$ cat src/rtl/mul_pkg.sv
// Shared types and constants for the shift-and-add multiplier.
// Optional EARLY_ZERO_EN lives in shift_add_multiplier.sv.
package mul_pkg;
  typedef enum logic [1:0] {
    IDLE = 2'd0,
    RUN  = 2'd1,
    DONE = 2'd2
  } state_e;

  localparam int WIDTH = 32;
  localparam int CNT_W = 5;
  localparam logic [CNT_W-1:0] LAST_ITER = 5'd31;
endpackage

$ cat src/rtl/shift_add_multiplier_adder32.sv
// Adder32Bit: 32-bit ripple-carry adder with carry-in and carry-out.
// Shared datapath block reused by the multiplier.
module Adder32Bit (
  input  logic [31:0] a,
  input  logic [31:0] b,
  input  logic        cin,
  output logic [31:0] sum,
  output logic        cout
);
  always_comb begin
    logic carry;
    carry = cin;
    sum   = '0;
    for (int i = 0; i < 32; i++) begin
      sum[i] = a[i] ^ b[i] ^ carry;
      carry  = (a[i] & b[i]) | (carry & (a[i] ^ b[i]));
    end
    cout = carry;
  end
endmodule

$ cat src/rtl/shift_add_multiplier.sv
// Sequential unsigned 32x32->64 shift-and-add multiplier, start/busy/done.
// `define EARLY_ZERO_EN to finish a zero-operand multiply in one cycle.
module shift_add_multiplier
  import mul_pkg::*;
#(
  parameter int WIDTH = 32,
  parameter int CNT_W = 5
) (
  input  logic         clk,
  input  logic         rst_n,
  input  logic         start,
  input  logic [31:0]  a,
  input  logic [31:0]  b,
  output logic         busy,
  output logic         done,
  output logic [63:0]  product
);
  if (WIDTH != 32) begin : g_width_chk
    $error("shift_add_multiplier: WIDTH must be 32");
  end
  if (CNT_W != 5) begin : g_cnt_chk
    $error("shift_add_multiplier: CNT_W must be 5");
  end

  state_e      state_q, state_d;
  logic [31:0] mcand_q, mcand_d;
  logic [63:0] acc_q, acc_d;
  logic [4:0]  cnt_q, cnt_d;
  logic        busy_q, busy_d;
  logic        done_q, done_d;
  logic [63:0] prod_q, prod_d;

  logic [31:0] add_s;
  logic        add_c;

  Adder32Bit u_add (
    .a    (acc_q[63:32]),
    .b    (mcand_q),
    .cin  (1'b0),
    .sum  (add_s),
    .cout (add_c)
  );

  logic zero_op;
`ifdef EARLY_ZERO_EN
  assign zero_op = (a == 32'd0) || (b == 32'd0);
`else
  assign zero_op = 1'b0;
`endif

  always_comb begin
    state_d = state_q;
    mcand_d = mcand_q;
    acc_d   = acc_q;
    cnt_d   = cnt_q;
    busy_d  = busy_q;
    done_d  = 1'b0;
    prod_d  = prod_q;
    unique case (state_q)
      IDLE: begin
        busy_d = 1'b0;
        if (start) begin
          mcand_d = a;
          acc_d   = {32'd0, b};
          cnt_d   = '0;
          busy_d  = 1'b1;
          if (zero_op) begin
            prod_d  = '0;
            done_d  = 1'b1;
            state_d = DONE;
          end else begin
            state_d = RUN;
          end
        end
      end
      RUN: begin
        // carry-out of the add becomes the new MSB
        if (acc_q[0]) acc_d = {add_c, add_s, acc_q[31:1]};
        else          acc_d = {1'b0, acc_q[63:1]};
        if (cnt_q == LAST_ITER) begin
          prod_d  = acc_d;
          done_d  = 1'b1;
          state_d = DONE;
        end else begin
          cnt_d = cnt_q + 5'd1;
        end
      end
      DONE: begin
        busy_d  = 1'b0;
        state_d = IDLE;
      end
      default: begin
        busy_d  = 1'b0;
        state_d = IDLE;
      end
    endcase
  end

  always_ff @(posedge clk or negedge rst_n) begin
    if (!rst_n) begin
      state_q <= IDLE;
      mcand_q <= '0;
      acc_q   <= '0;
      cnt_q   <= '0;
      busy_q  <= 1'b0;
      done_q  <= 1'b0;
      prod_q  <= '0;
    end else begin
      state_q <= state_d;
      mcand_q <= mcand_d;
      acc_q   <= acc_d;
      cnt_q   <= cnt_d;
      busy_q  <= busy_d;
      done_q  <= done_d;
      prod_q  <= prod_d;
    end
  end

  assign busy    = busy_q;
  assign done    = done_q;
  assign product = prod_q;
endmodule

$ cat config.mk
export PLATFORM = sky130hd
export DESIGN_NAME = shift_add_multiplier
export DESIGN_NICKNAME = d
export VERILOG_FILES = /design/src/rtl/mul_pkg.sv /design/src/rtl/shift_add_multiplier_adder32.sv /design/src/rtl/shift_add_multiplier.sv
export SDC_FILE = /design/constraint.sdc
export NUM_CORES = 1
export LEC_CHECK = 0
export CORE_ASPECT_RATIO = 0.8
export CORE_UTILIZATION = 40
export CTS_BUF_LIST = sky130_fd_sc_hd__clkbuf_8
export CTS_CLUSTER_DIAMETER = 60
export DETAILED_ROUTE_END_ITERATION = 10
export PLACE_DENSITY = 0.68
export RECOVER_POWER = 50
export SLEW_MARGIN = 20
export SYNTH_ARGS = -nofsm -noshare
export SYNTH_HDL_FRONTEND = slang
export SYNTH_HIERARCHICAL = 1
export SYNTH_SLANG_ARGS = --single-unit
$ cat constraint.sdc
create_clock -name clk -period 27.7 [get_ports clk]
set_input_delay 4.155 -clock clk [delete_from_list [all_inputs] [get_ports clk]]
set_output_delay 4.155 -clock clk [all_outputs]
set_load 0.1 [all_outputs]
==> results of run 1 <==
[worst max-delay path: cells and delay by family, from the launching register on]
family	cells	cell delay, ns
AOI/OAI and AO/OA	1	0.18
adders and majority gates	32	12.43
buffers and inverters	4	0.27
DFF	1	0.42
muxes	1	0.07
[how the worst max path moves through the flow]
stage	start	end	slack, ns	depth (start not counted)
after floorplan	acc_q[32]	acc_q[62]	14.89	38
after CTS	acc_q[32]	acc_q[62]	14.20	38
after detailed placement	acc_q[32]	acc_q[62]	14.22	38
final	acc_q[32]	product[62]	14.22	38
after global placement	acc_q[32]	product[62]	14.47	38
after global routing	acc_q[32]	product[62]	13.74	38
[cells in the final DEF, fill, tap and decap left out, drive strengths merged, types with 2 or more instances in the layout]
cell type,Yosys,routed
inv,16,20
o22ai,63,63
mux2i,35,35
clkdlybuf4s50,0,130
clkinv,0,5
o21ai,67,67
clkbuf,24,23
fa,32,32
nand2,72,72
nor2b,2,2
buf,20,4
a21oi,33,33
bufinv,0,3
clkinvlp,0,2
nand2b,4,4
nor2,3,3
dfrtp,169,169
mux2,63,63
ha,2,2
[sequential cells by signal, indices dropped and copies added (netlist names)]
signal   count
done         1
acc_q       64
busy         1
mcand_q     32
state_q      2
cnt_q        5
product     64
[per-layer routing]
metal | vias to the layer above | global-route usage | wire (microns)
li1 | 2385 | - | -
met5 | - | 0 | 0
met2 | 106 | 0.283 | 7940
met1 | 2570 | 0.255 | 7800
met4 | 0 | 0.0559 | 225
met3 | 14 | 0.0426 | 581
[area by class of cell]
cell class / instances / area [sq um] / area share
multi-input cells: 384 / 3110 / 0.327
clock inverters: 14 / 171 / 0.0181
inverters: 16 / 60.1 / 0.00633
flip-flops and latches: 169 / 4230 / 0.446
repair buffers: 140 / 1360 / 0.143
clock buffers: 18 / 248 / 0.0261
well taps: 253 / 317 / 0.0333
[through the flow]
stage               utilization  area [sq um]  worst slack, ns
floorplan                     -          7630            14.89
global placement          0.495          9100            14.47
detailed placement        0.495          9100            14.22
CTS                       0.517          9520            14.20
global route              0.516          9490            13.74
finish                    0.516          9490            14.22
[logic make-up (layout without fill, tap and decap cells)]
| family | count (synthesis) | count (layout) | share of synthesized area |
|---|---|---|---|
| AO/OA/AOI/OAI | 165 | 165 | 0.119 |
| adder cells (fa/ha/maj) | 34 | 34 | 0.0872 |
| buffers and inverters | 60 | 188 | 0.0400 |
| flip-flops | 169 | 169 | 0.554 |
| multiplexers | 98 | 98 | 0.153 |
| other | 1 | 1 | 0.000491 |
| AND/OR/NAND/NOR | 86 | 86 | 0.0465 |
==> metrics, run 1 <==
1st-iter DRT viols=286; Post-synth EDFFs=0; Layout Nets=829; Max FO, Critical Path=3; yosys warns=6; Inst Count DP=962; hpwl dp=11.0 mm; final wirelength=16.5 mm; CP arrival=13.82 ns; Worst R2R Start=acc_q[32]; FP Rows=44; setup TNS=0 ns; first-pass GRT wire length=27.8 mm; FFs w/ async S/R, synth=1.00; relative slew slack=-2.12; startpoint types=flip-flop; Post-synth top cells=169 x dfrtp_1, 72 x nand2_1, 67 x o21ai_0; Mapped Area=7630 sq um; Max Clock Freq=74.2 MHz; area delta synth->final=24.3%; syn_area_per_cell=12.5 sq um; postcts setup bufs=0; Longest Clk Path Bufs=2; Initial Utilization=0.415; Final Wtd Congestion=0.781; I/O pin count=133; Largest stage delay, worst path=0.44 ns; Via density=5.11; r2r setup slk=14.22 ns; via count of the routed design=5075; time the worst path needs with I/O delays and setup=13.48 ns; Netlist cell types=28; die area=19600 sq um; final hold violations=0; Hold WS=0.483 ns; synthesized instance count=613; sequential area share after synthesis=0.554; Hold Path End=product[39]; Die Wd=156 microns; RSZ-0062 raised after global routing=no; clock latency on the worst-skew pair=0.45 ns; Worst Clk Skew=0.0168 ns; vias in the first global route=5346; max_cap viols=5; CP most frequent cell=fa_1; antenna viol nets, final=0; Crit Path Class=reg -> reg; final setup violating endpoints=0; total track usage=0.183; critical path required time=28.03 ns; post-CTS resize count=0; post-synth top area cell=dfrtp_1; core area=18400 sq um; Hold Path Depth=2; final slew viol count=309; ant diodes=0; H-tree depth=4; port buffer count=132; Slowest cell on crit path=fa_1; RR Endpoint=product[62]; Worst Setup End Kind=flip-flop; hold crit path type=reg -> reg; failing checks=capacitance limit, slew limit; Syn Nets=714; Reg clk slew, reported paths=0.09 ns; # DRC=0; ranking of synthesized cells by area=dfrtp_1 55%, fa_1 8.4%, mux2_4 5.5%; largest net degree at the start of global routing=89; Worst Reg-to-Reg Cells=38; hold path start=product[39]; FILL cells=1633; share of layout cells above drive strength 1=0.138; non-filler instance count after layout=994; TritonCTS clock tree=done; Yosys reg bits=169; DR WL/cell=16.6 microns; TritonCTS buffer count=17; Final period util=0.487; gr ovfl total=0; clk sink count=169; initial antenna violation count=0; most frequent cell after synthesis=dfrtp_1; die height=126 microns; area share of the largest cell type after synthesis=0.554; DR pass1 iterations=4; Worst-Margin Slew=4.68 ns; Main synth FF type=dfrtp_1; Root Buffer=clkbuf_8; hold-fix buffers at CTS=0; status=complete, but fails checks
Power of run 1 is left out: the tool's default activity adds up to more than one toggle a clock period on the data nets, which glitch-free logic cannot reach.
==> run 2: changes to the inputs <==
==> constraint.sdc (replaced) <==
create_clock -name clk -period 14.1 [get_ports clk]
set_input_delay 2.115 -clock clk [delete_from_list [all_inputs] [get_ports clk]]
set_output_delay 2.115 -clock clk [all_outputs]
set_load 0.1 [all_outputs]
==> metrics, run 2 (synthesis results as in run 1) <==
DR WL/cell=16.6 microns (about the same); final setup violating endpoints=0 (unchanged); Worst Setup End Kind=flip-flop (unchanged); antenna viol nets, final=0 (unchanged); hold crit path type=reg -> reg (unchanged); Initial Utilization=0.415 (unchanged); largest net degree at the start of global routing=89 (unchanged); RSZ-0062 raised after global routing=no (unchanged); Via density=5.11 (about the same); Final period util=0.960 (was 0.487); Longest Clk Path Bufs=2 (unchanged); Worst Clk Skew=0.0131 ns (was 0.0168 ns); area delta synth->final=23.9% (was 24.3%); most frequent cells in the layout=168 x dfrtp_1, 130 x clkdlybuf4s50_1, 72 x nand2_1 (unchanged); final core occ=0.514 (was 0.516); TritonCTS clock tree=done (unchanged); ant diodes=0 (unchanged); gr ovfl total=0 (unchanged); failing checks=capacitance limit, slew limit (unchanged); non-filler instance count after layout=993 (was 994); via count of the routed design=5078 (was 5075); H-tree depth=4 (unchanged); FP Rows=44 (unchanged); postcts setup bufs=0 (unchanged); initial antenna violation count=0 (unchanged); Worst R2R Start=acc_q[32] (unchanged); I/O pin count=133 (unchanged); Layout Nets=829 (unchanged); Hold WS=0.482 ns (was 0.483 ns); hold-fix buffers at CTS=0 (unchanged); commonest non-fill, non-tap cell in the layout=dfrtp_1 (unchanged); CP arrival=13.86 ns (was 13.82 ns); Max FO, Critical Path=3 (unchanged); clock latency on the worst-skew pair=0.44 ns (was 0.45 ns); final slew viol count=310 (was 309); startpoint types=flip-flop (unchanged); share of layout cells above drive strength 1=0.138 (about the same); die height=126 microns (unchanged); Die Wd=156 microns (unchanged); Final Wtd Congestion=0.781 (about the same); Root Buffer=clkbuf_8 (unchanged); relative slew slack=-2.12 (about the same); # DRC=0 (unchanged); Max Clock Freq=73.9 MHz (was 74.2 MHz); final hold violations=0 (unchanged); hpwl dp=10.9 mm (was 11.0 mm); DR pass1 iterations=6 (was 4); TritonCTS buffer count=17 (unchanged); setup TNS=0 ns (unchanged); hold path start=product[37] (was product[39]); area occupied by multi-input gates=3110 sq um (unchanged); vias in the first global route=5320 (was 5346); CP most frequent cell=fa_1 (unchanged); Reg clk slew, reported paths=0.09 ns (about the same); final wirelength=16.5 mm (about the same); first-pass GRT wire length=27.9 mm (was 27.8 mm); status=complete, but fails checks (unchanged); total track usage=0.183 (about the same); max_cap viols=5 (unchanged); port buffer count=132 (unchanged); Inst Count DP=962 (unchanged); die area=19600 sq um (unchanged); critical path required time=14.43 ns (was 28.03 ns); Worst-Margin Slew=4.68 ns (about the same); Largest stage delay, worst path=0.44 ns (about the same); post-CTS resize count=0 (unchanged); FF/Latch Area=4230 sq um (unchanged); Crit Path Class=reg -> reg (unchanged); FILL cells=1605 (was 1633); Worst Setup SP=acc_q[32] (unchanged); Slowest cell on crit path=fa_1 (unchanged); core area=18400 sq um (unchanged); 1st-iter DRT viols=286 (unchanged); clk sink count=169 (unchanged); time the worst path needs with I/O delays and setup=13.53 ns (was 13.48 ns)
run 2: cell count changes in the layout (fill, tap and decap cells not counted), sizes merged:
cell	delta
clkbuf	-1
inv	-1
clkinv	+2
bufinv	-1
run 2: worst paths after layout:
kind | endpoint | slack, ns | depth (start not counted)
max | product[62] | 0.57 | 38
min | product[37] | 0.48 | 2
max reg2reg | product[62] | 0.57 | 38
min reg2reg | product[37] | 0.48 | 2
max in group asynchronous | acc_q[0] | 4.74 | 2
min in group asynchronous | product[4] | 3.33 | 1
run 2: routing by layer:
metal	wire, microns	track usage	up-vias
met3	546	0.0385	9
met2	8000	0.287	109
met5	0	0	-
li1	-	-	2395
met1	7840	0.258	2565
met4	130	0.0525	0
run 2: worst max-delay path: cells and delay by family (launching register included):
kind | cells | cell delay [ns]
buf+inv | 4 | 0.26
flops | 1 | 0.42
mux | 1 | 0.08
compound gates | 1 | 0.18
fa+ha+maj | 32 | 12.47
run 2: final cells by class:
class,instances,share of cell area
multi-input cells,384,0.328
well taps,253,0.0335
clock buffers,17,0.0247
repair buffers,140,0.144
inverters,16,0.00635
flip-flops and latches,169,0.447
clock inverters,14,0.0159
run 2: metrics by stage:
stage,setup slack (ns),instance area (sq um)
6_report,0.569,9460
5_1_grt,0.0357,9460
2_1_floorplan,1.29,7630
3_5_place_dp,0.603,9100
3_3_place_gp,0.864,9100
4_1_cts,0.573,9480
Power of run 2 is left out for the same reason.
